`src/rtl/kbd_pkg.sv`:
```
// Shared keyboard-path definitions: deframer states, PS/2 frame geometry,
// default timeout for a 25 MHz system clock, and an odd-parity helper.
package kbd_pkg;

    localparam int unsigned PS2_FRAME_BITS      = 11;
    localparam int unsigned PS2_DATA_BITS       = 8;
    localparam int unsigned PS2_TIMEOUT_CYC_25M = 25000;

    typedef enum logic [1:0] {
        IDLE,
        DATA,
        PARITY,
        STOP
    } ps2_state_e;

    // True when data bits plus parity bit hold an odd number of ones.
    function automatic logic odd_parity_ok(input logic [PS2_DATA_BITS-1:0] data,
                                           input logic                     par);
        return (^data) ^ par;
    endfunction

endpackage

```
`src/rtl/ps2_byte_fifo.sv`:
```
// Generic first-word-fall-through byte FIFO.
// Ports: clk, rst (async, active-high); push/push_data write side;
// pop read side (ignored when empty); head = entry at read pointer
// (8'h00 when empty); empty/full status. A push while full is accepted
// only if a pop happens in the same cycle.
module ps2_byte_fifo #(
    parameter int unsigned DEPTH = 8
) (
    input  logic       clk,
    input  logic       rst,
    input  logic       push,
    input  logic [7:0] push_data,
    input  logic       pop,
    output logic [7:0] head,
    output logic       empty,
    output logic       full
);

    localparam int unsigned AW = $clog2(DEPTH);

    logic [7:0]  mem [DEPTH];
    logic [AW-1:0] wr_ptr;
    logic [AW-1:0] rd_ptr;
    logic [AW:0]   count;
    logic          do_pop;
    logic          do_push;

    assign empty   = (count == '0);
    assign full    = (count == (AW+1)'(DEPTH));
    assign do_pop  = pop & ~empty;
    assign do_push = push & (~full | do_pop);
    assign head    = empty ? 8'h00 : mem[rd_ptr];

    // Pointers and occupancy; pointers wrap naturally at DEPTH.
    always_ff @(posedge clk or posedge rst) begin
        if (rst) begin
            wr_ptr <= '0;
            rd_ptr <= '0;
            count  <= '0;
        end else begin
            if (do_push) wr_ptr <= wr_ptr + AW'(1);
            if (do_pop)  rd_ptr <= rd_ptr + AW'(1);
            count <= count + (AW+1)'(do_push) - (AW+1)'(do_pop);
        end
    end

    // Storage; contents are don't-care while empty, so no reset.
    always_ff @(posedge clk) begin
        if (do_push) mem[wr_ptr] <= push_data;
    end

endmodule

```
`src/rtl/ps2_rx_fifo.sv`:
```
// PS/2 device-to-host receive front end with scancode FIFO.
// Ports: clk25 system clock; reset_in async active-high reset;
// ps2_clk_i/ps2_data_i raw pins; code_o/code_valid_o/code_ready_i FIFO
// head handshake; frame_err_o pulse on bad start/parity/stop or timeout;
// overflow_o pulse when a good frame is dropped on a full FIFO;
// busy_o deframer not idle.
// Optional: define PS2_RX_ERRCNT_EN to add err_count_o, a saturating
// count of frame_err_o/overflow_o pulse cycles.
module ps2_rx_fifo
    import kbd_pkg::*;
#(
    parameter int unsigned FILTER_LEN  = 8,
    parameter int unsigned TIMEOUT_CYC = PS2_TIMEOUT_CYC_25M,
    parameter int unsigned FIFO_DEPTH  = 8
) (
    input  logic       clk25,
    input  logic       reset_in,
    input  logic       ps2_clk_i,
    input  logic       ps2_data_i,
    output logic [7:0] code_o,
    output logic       code_valid_o,
    input  logic       code_ready_i,
    output logic       frame_err_o,
    output logic       overflow_o,
    output logic       busy_o
`ifdef PS2_RX_ERRCNT_EN
    ,
    output logic [7:0] err_count_o
`endif
);

    localparam int unsigned FW = $clog2(FILTER_LEN);
    localparam int unsigned TW = $clog2(TIMEOUT_CYC + 1);
    localparam int unsigned BW = $clog2(PS2_DATA_BITS);

    logic [1:0] clk_sync;
    logic [1:0] data_sync;
    logic [FW-1:0] filt_cnt;
    logic       filt_clk;
    logic       filt_clk_d;
    logic       fall;
    logic       data_s;

    ps2_state_e state;
    logic [BW-1:0] bit_cnt;
    logic [PS2_DATA_BITS-1:0] shreg;
    logic       par_bit;
    logic [TW-1:0] tmo_cnt;
    logic       fifo_push;

    logic       fifo_empty;
    logic       fifo_full;
    logic       pop_c;

    assign data_s = data_sync[1];
    assign fall   = filt_clk_d & ~filt_clk;
    assign pop_c  = code_valid_o & code_ready_i;
    assign busy_o = (state != IDLE);

    // Two-flop synchronisers, idle bus level on reset.
    always_ff @(posedge clk25 or posedge reset_in) begin
        if (reset_in) begin
            clk_sync  <= 2'b11;
            data_sync <= 2'b11;
        end else begin
            clk_sync  <= {clk_sync[0], ps2_clk_i};
            data_sync <= {data_sync[0], ps2_data_i};
        end
    end

    // Clock deglitch: level flips after FILTER_LEN consecutive differing samples.
    always_ff @(posedge clk25 or posedge reset_in) begin
        if (reset_in) begin
            filt_cnt   <= '0;
            filt_clk   <= 1'b1;
            filt_clk_d <= 1'b1;
        end else begin
            filt_clk_d <= filt_clk;
            if (clk_sync[1] == filt_clk) begin
                filt_cnt <= '0;
            end else if (filt_cnt == FW'(FILTER_LEN - 1)) begin
                filt_clk <= clk_sync[1];
                filt_cnt <= '0;
            end else begin
                filt_cnt <= filt_cnt + FW'(1);
            end
        end
    end

    // Deframer; a fall event always wins over a coincident timeout.
    always_ff @(posedge clk25 or posedge reset_in) begin
        if (reset_in) begin
            state       <= IDLE;
            bit_cnt     <= '0;
            shreg       <= '0;
            par_bit     <= 1'b0;
            tmo_cnt     <= '0;
            fifo_push   <= 1'b0;
            frame_err_o <= 1'b0;
        end else begin
            fifo_push   <= 1'b0;
            frame_err_o <= 1'b0;
            if (fall) begin
                tmo_cnt <= '0;
                case (state)
                    IDLE: begin
                        if (!data_s) begin
                            state   <= DATA;
                            bit_cnt <= '0;
                        end
                    end
                    DATA: begin
                        shreg   <= {data_s, shreg[PS2_DATA_BITS-1:1]};
                        bit_cnt <= bit_cnt + BW'(1);
                        if (bit_cnt == BW'(PS2_DATA_BITS - 1)) state <= PARITY;
                    end
                    PARITY: begin
                        par_bit <= data_s;
                        state   <= STOP;
                    end
                    STOP: begin
                        state <= IDLE;
                        if (data_s && odd_parity_ok(shreg, par_bit)) fifo_push   <= 1'b1;
                        else                                          frame_err_o <= 1'b1;
                    end
                    default: state <= IDLE;
                endcase
            end else if (state != IDLE) begin
                if (tmo_cnt == TW'(TIMEOUT_CYC - 1)) begin
                    state       <= IDLE;
                    frame_err_o <= 1'b1;
                    tmo_cnt     <= '0;
                end else begin
                    tmo_cnt <= tmo_cnt + TW'(1);
                end
            end else begin
                tmo_cnt <= '0;
            end
        end
    end

    // A push into a full FIFO with no pop is dropped.
    always_ff @(posedge clk25 or posedge reset_in) begin
        if (reset_in) overflow_o <= 1'b0;
        else          overflow_o <= fifo_push & fifo_full & ~pop_c;
    end

    ps2_byte_fifo #(
        .DEPTH (FIFO_DEPTH)
    ) u_fifo (
        .clk       (clk25),
        .rst       (reset_in),
        .push      (fifo_push),
        .push_data (shreg),
        .pop       (pop_c),
        .head      (code_o),
        .empty     (fifo_empty),
        .full      (fifo_full)
    );

    assign code_valid_o = ~fifo_empty;

`ifdef PS2_RX_ERRCNT_EN
    // Saturating error counter; one step per pulse cycle.
    always_ff @(posedge clk25 or posedge reset_in) begin
        if (reset_in)                                              err_count_o <= 8'h00;
        else if ((frame_err_o | overflow_o) && err_count_o != 8'hFF) err_count_o <= err_count_o + 8'h01;
    end
`endif

endmodule

```
`config.mk`:
```
export PLATFORM = sky130hd
export DESIGN_NAME = ps2_rx_fifo
export DESIGN_NICKNAME = d
export VERILOG_FILES = /design/src/rtl/kbd_pkg.sv /design/src/rtl/ps2_byte_fifo.sv /design/src/rtl/ps2_rx_fifo.sv
export SDC_FILE = /design/constraint.sdc
export NUM_CORES = 1
export LEC_CHECK = 0
export BUFFER_PORTS_ARGS = -buffer_cell sky130_fd_sc_hd__buf_2
export CORE_UTILIZATION = 47
export CTS_BUF_LIST = sky130_fd_sc_hd__clkbuf_16
export DETAILED_ROUTE_END_ITERATION = 8
export SYNTH_ARGS = -nofsm -noshare
export SYNTH_HDL_FRONTEND = slang
export SYNTH_HIERARCHICAL = 1
export SYNTH_SLANG_ARGS = --single-unit
```
`constraint.sdc`:
```
create_clock -name clk25 -period 7.3 [get_ports clk25]
set_input_delay 0.365 -clock clk25 [delete_from_list [all_inputs] [get_ports clk25]]
set_output_delay 0.365 -clock clk25 [all_outputs]
set_load 0.01 [all_outputs]
```
# Yosys cells after proc, flatten, opt, wreduce, memory -nomap -nowiden
# Memories as Yosys holds them, arrays and structs flattened.
# Index checks and enable logic that the tools add are counted.
word_totals:
  mem_count: 1
  mem_bits_rw: 64
  regBits: 51
  wordCells: 85
mem_list:
  columns: ["name", "words", "word_bits", "rd", "rd_ports_with_merged_regs", "write_ports", "line", "source"]
  rows:
  - ["u_fifo.mem", 8, 8, 1, 0, 1, "ps2_byte_fifo.sv:21", "logic [7:0] mem [DEPTH];"]
op_classes:
  n_bitwise: 13
  mux: 24
  add_sub_neg: 7
  n_reduce_logical: 13
  eq_ne: 11
ops:
  columns: ["op", "count"]
  rows:
  - ["$mux W15", 3]
  - ["$add A15 B1 Y15 const B", 1]
  - ["$eq A15 B15 Y1 const B", 1]
  - ["$add A3 B1 Y3 const B", 4]
  - ["$mux W1", 10]
  - ["$mux W2", 5]
  - ["$mux W3", 3]
  - ["$mux W8", 1]
  - ["$pmux W2 S4", 1]
  - ["$reduce_bool A2 Y1", 4]
  - ["$reduce_xor A8 Y1", 1]
  - ["$and A1 B1 Y1", 6]
  - ["$eq A3 B3 Y1 const B", 2]
  - ["$ne A3 B3 Y1 const B", 2]
  - ["$pmux W3 S2", 1]
  - ["$reduce_and A2 Y1", 3]
  - ["$not A1 Y1", 5]
  - ["$add A4 B1 Y4", 1]
  - ["$eq A2 B2 Y1 const B", 2]
  - ["$eq A4 B4 Y1 const B", 1]
  - ["$logic_not A4 Y1", 1]
  - ["$reduce_and A4 Y1", 1]
  - ["$sub A4 B1 Y4", 1]
  - ["$reduce_and A3 Y1", 1]
  - ["other kinds (7)", 7]

# Depth between registers and ports, before layout
# Gate-level depths: netlist of the first run.
depth:
  word_depth: 8
  ltp_mapped: 11
  mapped_depth_nobuf: 10

# Modules after synthesis
# The synthesis of the first run kept the hierarchy.
modules_own_cells:
  columns: ["mod", "n_inst", "seq_area_each_um2", "cells_per_inst", "area_each_um2"]
  rows:
  - ["ps2_byte_fifo", 1, 2172.1, 190, 3121.7]
  - ["ps2_rx_fifo", 1, 1033.5, 168, 2057.0]

# Worst setup path after synthesis of the first run
# OpenSTA, ideal clock, no wires.
synth_timing:
  kind: "reg-to-reg"
  start: "register u_fifo.count[2]"
  end: "memory u_fifo.mem[0][0] (enable)"
  path_slack_ns: 4.610
  period_less_slack_ns: 2.690
  path_stages_with_launch: 9
  t_arrival_ns: 2.295
  path_cell_list: "dfrtp_1 inv_1 ha_1 nor3b_1 buf_2 nor2b_1 nor2b_1 o21ai_4 nor4_1"
synth_between:
  elab_chain_len: 8
  word_cells_on_any_way: 10
  cone_classes: "eq/ne: 1; mux: 2; bitwise: 6; reduce/logical: 1"
synth_lines:
  columns: ["item", "line", "source"]
  rows:
  - ["start: declaration", "ps2_byte_fifo.sv:24", "logic [AW:0] count;"]
  - ["start signal: assignment", "ps2_byte_fifo.sv:43", "count <= count + (AW+1)'(do_push) - (AW+1)'(do_pop);"]
  - ["$logic_not A4 Y1", "ps2_byte_fifo.sv:28", "assign empty = (count == '0);"]
  - ["via fifo_empty", "ps2_rx_fifo.sv:51", "logic fifo_empty;"]
  - ["$not A1 Y1", "ps2_rx_fifo.sv:161", "assign code_valid_o = ~fifo_empty;"]
  - ["$and A1 B1 Y1", "ps2_rx_fifo.sv:57", "assign pop_c = code_valid_o & code_ready_i;"]
  - ["via pop_c", "ps2_rx_fifo.sv:53", "logic pop_c;"]
  - ["$and A1 B1 Y1", "ps2_byte_fifo.sv:30", "assign do_pop = pop & ~empty;"]
  - ["$or A1 B1 Y1", "ps2_byte_fifo.sv:31", "assign do_push = push & (~full | do_pop);"]
  - ["$and A1 B1 Y1", "ps2_byte_fifo.sv:31", null]
  - ["$mux W1", "ps2_byte_fifo.sv:49", "if (do_push) mem[wr_ptr] <= push_data;"]
  - ["$mux W1 (not written as such)", "ps2_byte_fifo.sv:49", null]
  - ["end: declaration", "ps2_byte_fifo.sv:21", null]
# The timed path passes the listed nets, and every way through them passes these cells.

# Worst setup path after layout of the first run
layout_timing:
  start: "register u_fifo.count[2]"
  end: "memory u_fifo.mem[1][6] (enable)"
# The elaborated chain is that of the path after synthesis.

==> results of run 1 <==
[timing repair]
action                     in CTS  in global routing
hold buffers                    1                  0
hold endpoints to repair       10                  0
setup endpoints to repair       0                  0
[metrics by stage]
step | cell area [um^2] | worst slack (ns) | power, mW | hold WS, ns | instances
6_report | 5984 | 4.261 | 2.014 | 0.05534 | 533
5_1_grt | 5984 | 4.080 | 2.105 | 0.03962 | 533
4_1_cts | 5984 | 4.269 | 2.033 | 0.04090 | 533
3_5_place_dp | 5351 | 4.287 | 1.181 | 0.3472 | 500
3_3_place_gp | 5351 | 4.384 | 1.172 | 0.3452 | 500
2_1_floorplan | 5179 | 4.610 | 1.104 | 0.2052 | 358
[cells by family after synthesis]
group / Yosys count / share of synthesized area, %
AOI/OAI and AO/OA: 37 / 5.629
xor gates and xnor gates: 23 / 4.421
adders and majority gates: 17 / 4.252
buffers and inverters: 27 / 3.020
DFF: 115 / 61.90
muxes: 47 / 9.447
and+or+nand+nor: 92 / 11.33
[cells in the final DEF, fill, tap and decap left out, drive strengths merged, types with 5 or more instances in the layout]
| master | instances |
|---|---|
| buf | 20 |
| nand2 | 9 |
| and2 | 5 |
| o21ai | 5 |
| nand3 | 8 |
| edfxtp | 64 |
| nand4 | 5 |
| clkbuf | 20 |
| ha | 16 |
| xnor2 | 9 |
| mux2i | 35 |
| a21oi | 5 |
| nor2 | 21 |
| mux2 | 12 |
| dfstp | 6 |
| a22o | 16 |
| nor3 | 14 |
| dfrtp | 45 |
| inv | 18 |
| nor2b | 7 |
| xor2 | 12 |
| clkinv | 5 |
[flip-flops by register name, summed over array words and instances, names as in the netlist]
register,count
bit_cnt,3
clk_sync,2
data_sync,2
fifo_push,1
filt_clk,1
filt_clk_d,1
filt_cnt,3
frame_err_o,1
overflow_o,1
par_bit,1
shreg,8
state,2
tmo_cnt,15
u_fifo/count,4
u_fifo/mem,64
u_fifo/rd_ptr,3
u_fifo/wr_ptr,3
[per-layer routing]
metal	share of wire [%]	track usage (%)	vias up
li1	-	-	1377
met1	46	23.10	1427
met2	50	29.63	49
met3	3.0	4.802	19
met4	1.7	7.534	0
met5	0	0	-
[synth_stat cells, types with 3 or more instances]
master    instances
nand3_1           7
o21ai_0           4
nor2_1           11
nand2_1           9
nor3b_1           4
nor2b_1           7
and3_1            3
inv_1            13
ha_1             16
mux2_2           11
mux2i_1          35
xor2_1           12
a22o_1           16
and2_1            5
or3_1             3
buf_4             3
nor2_4            8
nor3_1           14
buf_2             4
a21oi_1           5
dfrtp_1          45
nand2b_1          3
dfstp_2           6
edfxtp_1         64
buf_6             3
xnor2_1           9
nand4_1           5
nand3b_1          3
[cell type report]
type,count,area share [%]
well taps,136,2.843
repair buffers,21,2.007
inverters,13,0.8154
clock buffers,20,8.363
multi-input cells,216,30.36
clock inverters,12,2.049
flip-flops and latches,115,53.56
[worst register-to-register path: cells and delay by family (launching register included)]
| family | cells | cell delay, ns |
|---|---|---|
| compound gates | 1 | 0.25 |
| fa+ha+maj | 1 | 0.20 |
| buf+inv | 2 | 0.24 |
| flops | 1 | 0.32 |
| simple gates | 4 | 1.64 |
[worst paths after layout]
| check | slack (ns) | from | depth (start not counted) | end |
|---|---|---|---|---|
| worst min-delay path | 0.06 | ps2_data_i | 1 | data_sync[0] |
| max in group asynchronous | 6.28 | reset_in | 4 | clk_sync[1] |
| worst max-delay path | 4.26 | u_fifo/count[2] | 8 | u_fifo/mem[1][6] |
| worst min register to register | 0.35 | clk_sync[0] | 0 | clk_sync[1] |
| worst max register to register | 4.26 | u_fifo/count[2] | 8 | u_fifo/mem[1][6] |
| min in group asynchronous | 0.51 | reset_in | 3 | u_fifo/count[3] |
[power groups by stage]
stage / logic [mW] / registers (mW) / clock network (mW)
finish: 0.399 / 0.765 / 0.850
global route: 0.444 / 0.772 / 0.889
CTS: 0.405 / 0.765 / 0.863
detailed placement: 0.403 / 0.777 / 0
global placement: 0.396 / 0.776 / 0
floorplan: 0.337 / 0.767 / 0
==> flow_metrics.tcl, run 1 <==
set metrics [dict create \
    ys_warn_count 6 \
    required_ns 7.32 \
    htree_num_levels 4 \
    ys_seq_area_share_pct 61.90 \
    ys_types 52 \
    grt_pass1_wl_um 15130 \
    cts_buffer_depth 2 \
    synth_ff_type "edfxtp_1" \
    cts_tree "done" \
    syn_area_per_cell_um2 14.47 \
    initial_core_util_pct 49.28 \
    synth.ff_latch_count 115 \
    finClkSkew_ns 0.007688 \
    max_stage_delay_ns 0.90 \
    drv_slew 0 \
    min_period_ns 3.039 \
    worstSetupEndpointType "flop" \
    status "complete, no violations" \
    drt_iter0_drc 134 \
    route.vias.total 2872 \
    p_clk_share_pct 42.2 \
    drt_first_pass_iters 4 \
    synth_area_um2 5179 \
    hold_viol 0 \
    cts.sinks 115 \
    clk_latency_ns 0.40 \
    yosys.area.top_type "edfxtp_1" \
    layout.area.seq_um2 3206 \
    min_period_over_period_pct 41.63 \
    fin_nets 406 \
    worstMarginPinSlew_ns 1.102 \
    place_hpwl_um 6023 \
    cts_resized 0 \
    criticalPathCategory "reg2reg" \
    dieArea_um2 11440 \
    cts_root_buffer "clkbuf_16" \
    path_buf_inv 2 \
    wl_per_cell_um 17.57 \
    p_int_mw 1.462 \
    crit_path_frequent_cell "nor2b_1" \
    ant_nets 0 \
    diodes 0 \
    rows 37 \
    arrival_ns 3.06 \
    gp_congestion 0.7572 \
    antenna_found_initial 0 \
    multi_input_area_um2 1817 \
    cts_buffers 17 \
    grt_pass1_vias 2915 \
    cp_max_fo 12 \
    synth_area_leaders "edfxtp_1 (37%), dfrtp_1 (22%), mux2i_1 (6.8%), ha_1 (3.9%), dfstp_2 (3.0%)" \
    drive_above_1_share_pct 21.16 \
    combPwrFrac_pct 19.8 \
    syn_inst 358 \
    grt_max_degree 42 \
    die_w_um 107.0 \
    drt_wl_total_um 9363 \
    fin_util_pct 56.95 \
    cap_violations 0 \
    cellLeakagePower_nw 2.413 \
    vias_per_cell 5.388 \
    die_y_um 107.0 \
    crit_chain "inv_1, ha_1, nor3b_1, buf_4, nor2b_1, nor2b_1, o211ai_1, nor3_1" \
    slowest_stage "nor3_1" \
    syn2layout_area_growth_pct 15.56 \
    relSlewSlack_pct 25.99 \
    drc 0 \
    fmax_mhz 329.1 \
    grt_use_total_pct 18.21 \
    overflow 0 \
    rsz0062_at_grt "false" \
    clk_pin_slew_ns 0.05 \
    post-cts-setup-buffer-count 0 \
    netSwitchingFraction_pct 27.38 \
    power.density_nw_per_um2 336.5 \
    crit_path_start_kind "flop" \
    coreArea_um2 10510 \
    setup_tns_ns 0 \
    hp-class "in2reg" \
    cp_top_family "simple AND/OR/NAND/NOR gates" \
    setup_viol 0 \
    power.switching_mw 0.5513 \
    irDropWorstVdd_v 0.0001795 \
    power_frac_seq_pct 38.0 \
    synthArstFlopShare_pct 44.35 \
    io_buffers 16 \
    fill_cells 850 \
    syn-num-nets 380 \
    synth_edf_count 64 \
    ioPinCount 17 \
    synth.top_cell.area_share_pct 37.11 \
]
Power figures use the tool's default switching activity.
==> run 2, diff against run 1 <==
--- a/config.mk
+++ b/config.mk
@@ -5,10 +5,12 @@
 export SDC_FILE = /design/constraint.sdc
 export NUM_CORES = 1
 export LEC_CHECK = 0
+export ABC_AREA = 1
 export BUFFER_PORTS_ARGS = -buffer_cell sky130_fd_sc_hd__buf_2
 export CORE_UTILIZATION = 47
 export CTS_BUF_LIST = sky130_fd_sc_hd__clkbuf_16
 export DETAILED_ROUTE_END_ITERATION = 8
+export PLACE_DENSITY = 0.65
 export SYNTH_ARGS = -nofsm -noshare
 export SYNTH_HDL_FRONTEND = slang
 export SYNTH_HIERARCHICAL = 1
==> constraint.sdc (replaced) <==
create_clock -name clk25 -period 2.51 [get_ports clk25]
set_input_delay 0.1255 -clock clk25 [delete_from_list [all_inputs] [get_ports clk25]]
set_output_delay 0.1255 -clock clk25 [all_outputs]
set_load 0.01 [all_outputs]
==> run 2 against run 1 <==
Against the previous run:
- maximum frequency up 38%
- register-to-register slack worse by 4.0 ns
- non-clock buffer count up 8
- clock skew up 0.0045 ns
- sequential share of layout area down 3.3 points
- cell area up 6.5%
- largest cell class unchanged
- worst hold slack better by 0.15 ns
- total power rose to 3.0 times the previous value
- sequential power rose to 2.9 times the previous value
- utilization down 1.2 points
- flip-flop and latch count unchanged
==> flow_metrics.tcl, run 2 <==
set metrics [dict create \
    finClkSkew_ns 0.01223 \
    power.total_mw 6.034 \
    antenna_found_initial 0 \
    final_common_cell "nand2_1" \
    min_period_ns 2.208 \
    criticalPathCategory "reg2reg" \
    combPwrFrac_pct 24.0 \
    crit_chain "inv_1, ha_1, nand2_1, inv_1, nor2_1, nand2_2, nor2_2, inv_1, nand2_1, ha_1, inv_1, fa_1, xnor2_1" \
    hold_viol 0 \
    cts_tree "done" \
    cts.sinks 115 \
    placed_cells 740 \
    slowest_stage "fa_1" \
    power.density_nw_per_um2 947.1 \
    worstMarginPinSlew_ns 0.6442 \
    rsz0062_at_grt "false" \
    clk_latency_ns 0.42 \
    drt_iter0_drc 273 \
    max_stage_delay_ns 0.38 \
    syn_inst 586 \
    fin_util_pct 55.80 \
    synth_edf_count 64 \
    synth_common_cells "nand2_1 (151), inv_1 (102), edfxtp_1 (64), nand3_1 (55), nor2_1 (50)" \
    largestRegisters "u_fifo/mem (64), tmo_cnt (15), shreg (8)" \
    route.vias.total 3822 \
    largest_register_ffs 64 \
    ys_types 38 \
    drt_first_pass_iters 5 \
    cp_top_family "adder cells" \
    cts_buffer_depth 2 \
    gp_congestion 0.8073 \
    power_frac_seq_pct 36.6 \
    synth_area_leaders "edfxtp_1 (35%), dfrtp_1 (20%), nand2_1 (10%), inv_1 (6.9%), nand3_1 (5.0%)" \
    drive_above_1_share_pct 14.40 \
    hp-class "in2reg" \
    fin_nets 641 \
    die_y_um 110.5 \
    min_period_over_period_pct 87.97 \
    path_buf_inv 4 \
    cts_buffers 17 \
    drt_wl_total_um 10920 \
    final_cells 775 \
    clk_pin_slew_ns 0.05 \
    syn2layout_area_growth_pct 15.26 \
    crit_path_start_kind "flop" \
    p_clk_share_pct 39.4 \
    synth.top_cell.area_share_pct 34.77 \
    ant_nets 0 \
    power.switching_mw 1.834 \
    initial_core_util_pct 48.41 \
    crit_path_frequent_cell "inv_1" \
    regMostFlops "u_fifo/mem" \
    synthArstFlopShare_pct 44.35 \
    netSwitchingFraction_pct 30.40 \
    wl_per_cell_um 14.09 \
    setup_viol 0 \
    arrival_ns 2.50 \
    yosys.area.top_type "edfxtp_1" \
    p_int_mw 4.200 \
    place_hpwl_um 7388 \
    mostFrequentLayoutCells "nand2_1 (151), inv_1 (104), edfxtp_1 (64)" \
    synth.ff_latch_count 115 \
    grt_pass1_vias 3690 \
    drc 0 \
    cellLeakagePower_nw 3.020 \
    io_buffers 16 \
    required_ns 2.80 \
    drv_slew 0 \
    synth_area_um2 5528 \
    synth_ff_type "edfxtp_1" \
    rows 39 \
    grt_pass1_wl_um 18370 \
    grt_use_total_pct 19.60 \
    overflow 0 \
    cp_max_fo 6 \
    cap_violations 0 \
    ys_warn_count 6 \
    dieArea_um2 12200 \
    setup_tns_ns 0 \
    post-cts-setup-buffer-count 0 \
    syn-num-nets 608 \
    synth.most_common_cell "nand2_1" \
    die_w_um 110.5 \
    htree_num_levels 4 \
    coreArea_um2 11420 \
    status "complete, no violations" \
    ys_seq_area_share_pct 57.99 \
    vias_per_cell 4.932 \
    cts_root_buffer "clkbuf_16" \
    relSlewSlack_pct 56.89 \
    fmax_mhz 452.9 \
    syn_area_per_cell_um2 9.433 \
    worstSetupEndpointType "flop" \
    diodes 0 \
    irDropWorstVdd_v 0.0009929 \
    ioPinCount 17 \
    grt_max_degree 42 \
]
run 2: cell count changes after synthesis, moves of 9 or more:
cell     change
mux2i_1     -35
nand2_1    +142
a22o_1      -16
inv_1       +89
nand3_1     +48
nor2_1      +39
mux2_2       -9
run 2: stage by stage:
step	instance area, um^2	setup slack (ns)	hold WS (ns)
global route	6371	0.05620	0.2276
detailed placement	5744	0.2216	0.1424
floorplan	5528	0.2580	-0.03432
finish	6371	0.3020	0.2030
CTS	6369	0.2017	0.1859
global placement	5744	0.3827	0.1380
run 2: cells by family after synthesis:
| logic type | count (synthesis) | synth area share, % |
|---|---|---|
| compound gates | 26 | 2.399 |
| xor+xnor | 11 | 1.743 |
| fa+ha+maj | 17 | 3.984 |
| buf+inv | 127 | 9.801 |
| flops | 115 | 57.99 |
| mux | 2 | 0.4074 |
| simple gates | 288 | 23.68 |
run 2: power groups by stage:
stage          sequential, mW  combinational [mW]  clock (mW)
3_3_place_gp             2.24                1.40           0
4_1_cts                  2.21                1.46        2.43
3_5_place_dp             2.24                1.44           0
6_report                 2.21                1.45        2.38
2_1_floorplan            2.19                1.17           0
5_1_grt                  2.23                1.63        2.52
run 2: metal layers:
metal / track usage, % / vias up / share of wire [%]
li1: - / 1913 / -
met2: 30.97 / 96 / 48
met5: 0 / - / 0
met4: 9.067 / 0 / 1.6
met1: 25.65 / 1799 / 46
met3: 4.555 / 14 / 4.6
run 2: path summary, 6_finish.rpt:
path,from,endpoint,cells after the start,slack [ns]
setup / recovery,u_fifo/count[2],u_fifo/count[2],13,0.30
hold / removal,code_ready_i,overflow_o,5,0.20
setup reg to reg,u_fifo/count[2],u_fifo/count[2],13,0.30
hold reg to reg,clk_sync[0],clk_sync[1],0,0.35
max in group asynchronous,reset_in,data_sync[0],4,1.73
min in group asynchronous,reset_in,u_fifo/wr_ptr[2],3,0.25
run 2: layout make-up:
class / count / area, um^2
Fill cell: 1008 / 5047
Sequential cell: 115 / 3206
Inverter: 112 / 424.2
Timing Repair Buffer: 29 / 185.2
Clock inverter: 14 / 143.9
Tap cell: 143 / 178.9
Multi-Input combinational cell: 344 / 1783
Clock buffer: 18 / 450.4
run 2: repair_timing:
| action | in CTS | in global routing |
|---|---|---|
| endpoints found under the setup margin | 0 | 1 |
| hold endpoints to repair | 47 | 0 |
| hold buffers | 3 | 0 |
| gates resized for setup | 0 | 1 |
run 2: worst reg2reg max path, cell delays in order, from the launching register on:
cell and delay, ns:
dfrtp_1 0.32, inv_1 0.07, ha_1 0.20, nand2_1 0.08, inv_1 0.05, nor2_1 0.17
nand2_2 0.16, nor2_2 0.17, inv_1 0.08, nand2_1 0.07, ha_1 0.15, inv_1 0.05
fa_1 0.38, xnor2_1 0.14
==> run 3, diff against run 2 <==
--- a/config.mk
+++ b/config.mk
@@ -11,6 +11,7 @@
 export CTS_BUF_LIST = sky130_fd_sc_hd__clkbuf_16
 export DETAILED_ROUTE_END_ITERATION = 8
 export PLACE_DENSITY = 0.65
+export RECOVER_POWER = 25
 export SYNTH_ARGS = -nofsm -noshare
 export SYNTH_HDL_FRONTEND = slang
 export SYNTH_HIERARCHICAL = 1
==> run 3 against run 2 <==
Against the previous run:
- sequential share of layout area about the same
- cell area about the same
- utilization about the same
- first-iteration DRC count unchanged
- non-clock buffer count unchanged
- critical path type unchanged
- largest power group unchanged
==> flow_metrics.tcl, run 3 (synthesis gave the netlist of run 2 again) <==
set metrics [dict create \
    status "complete, no violations" \
    criticalPathCategory "reg2reg" \
    antenna_found_initial 0 \
    rsz0062_at_grt "false" \
    cellLeakagePower_nw 3.017 \
    worstMarginPinSlew_ns 1.007 \
    die_y_um 110.5 \
    largest_register_ffs 64 \
    rows 39 \
    worstSetupEndpointType "flop" \
    clk_pin_slew_ns 0.05 \
    place_hpwl_um 7388 \
    largestRegisters "u_fifo/mem (64), tmo_cnt (15), shreg (8)" \
    cts.sinks 115 \
    coreArea_um2 11420 \
    route.vias.total 3819 \
    drive_above_1_share_pct 14.08 \
    cts_root_buffer "clkbuf_16" \
    final_cells 775 \
    slowest_stage "fa_1" \
    ioPinCount 17 \
    vias_per_cell 4.928 \
    crit_start "u_fifo/count[2]" \
    drc 0 \
    worstReg2RegStart "u_fifo/count[2]" \
    setup_tns_ns 0 \
    gp_congestion 0.8073 \
    diodes 0 \
    drv_slew 0 \
    reg2reg_depth 13 \
    min_period_ns 2.208 \
    grt_pass1_wl_um 18370 \
    syn2layout_area_growth_pct 15.19 \
    fin_area_um2 6367 \
    drt_first_pass_iters 5 \
    grt_pass1_vias 3690 \
    clk_latency_ns 0.42 \
    fmax_mhz 452.9 \
    arrival_ns 2.50 \
    relSlewSlack_pct 32.88 \
    holdPathStages 5 \
    grt_use_total_pct 19.60 \
    placed_area_um2 5744 \
    setup_viol 0 \
    cp_max_fo 6 \
    final_common_cell "nand2_1" \
    htree_num_levels 4 \
    setup_slack_ns 0.3020 \
    dp_slack_ns 0.2216 \
    io_buffers 16 \
    finClkSkew_ns 0.01222 \
    wl_per_cell_um 14.08 \
    overflow 0 \
    dieArea_um2 12200 \
    crit_chain "inv_1, ha_1, nand2_1, inv_1, nor2_1, nand2_2, nor2_2, inv_1, nand2_1, ha_1, inv_1, fa_1, xnor2_1" \
    cap_violations 0 \
    fin_util_pct 55.76 \
    grt_max_degree 42 \
    hold-worst-slack_ns 0.2030 \
    min_period_over_period_pct 87.97 \
    hp-class "in2reg" \
    placed_cells 740 \
    crit_path_frequent_cell "inv_1" \
    mostFrequentLayoutCells "nand2_1 (151), inv_1 (104), edfxtp_1 (64)" \
    cts_buffers 17 \
    drt_wl_total_um 10910 \
    max_stage_delay_ns 0.38 \
    cts_tree "done" \
    power.density_nw_per_um2 947.2 \
    hold_path_end "overflow_o" \
    regMostFlops "u_fifo/mem" \
    crit_path_start_kind "flop" \
    fin_nets 641 \
    ant_nets 0 \
    initial_core_util_pct 48.41 \
    r2r_slack_ns 0.30 \
    hold_viol 0 \
    cts_buffer_depth 2 \
    min_from "code_ready_i" \
    die_w_um 110.5 \
    irDropWorstVdd_v 0.0009937 \
    drt_iter0_drc 273 \
    required_ns 2.80 \
    power.total_mw 6.031 \
    reg2reg_to "u_fifo/count[2]" \
]
==> run 3: cell count changes in the layout (fill, tap and decap cells not counted) <==
cell / delta
clkbuf_2: +1
clkbuf_1: +1
buf_4: -1
dfstp_2: -1
buf_2: -1
dfstp_1: +1
==> run 3: worst max-delay path, delay by kind of cell (launching register included) <==
family | cells | cell delay, ns
adders and majority gates | 3 | 0.73
and+or+nand+nor | 5 | 0.65
DFF | 1 | 0.32
buffers and inverters | 4 | 0.25
xor gates and xnor gates | 1 | 0.14
==> run 3: layout make-up <==
| class | count | area, um^2 |
|---|---|---|
| tap | 143 | 178.9 |
| timing repair buffer | 29 | 181.4 |
| multi-input combinational | 344 | 1783 |
| clock inverter | 14 | 143.9 |
| inverter | 112 | 424.2 |
| sequential | 115 | 3206 |
| fill | 1010 | 5051 |
| clock buffer | 18 | 450.4 |
==> run 3: layer usage <==
layer | up-vias | global-route usage [%] | wire (um)
met5 | - | 0 | 0
met4 | 0 | 9.067 | 174
met3 | 14 | 4.555 | 493
met2 | 94 | 30.97 | 5269
met1 | 1799 | 25.65 | 4975
li1 | 1912 | - | -
==> run 3: timing repair <==
action | 4_1_cts | 5_1_grt
buffers inserted | 0 | 0
endpoints found under the setup margin | 0 | 1
hold buffers | 3 | 0
hold endpoints to repair | 47 | 0
resized for setup | 0 | 1
==> run 3: power by group <==
part | internal, mW | total (mW) | switching [mW]
combinational | 0.512 | 1.45 | 0.934
sequential | 2.10 | 2.21 | 0.111
clock | 1.59 | 2.38 | 0.789
==> run 3: worst max-delay path by stage <==
stage / to / slack [ns] / depth (start not counted)
after floorplan: u_fifo/count[2] / 0.26 / 14
after global placement: u_fifo/count[2] / 0.38 / 13
after detailed placement: u_fifo/count[2] / 0.22 / 13
after CTS: u_fifo/count[2] / 0.20 / 13
after global routing: u_fifo/count[2] / 0.06 / 13
final: u_fifo/count[2] / 0.30 / 13
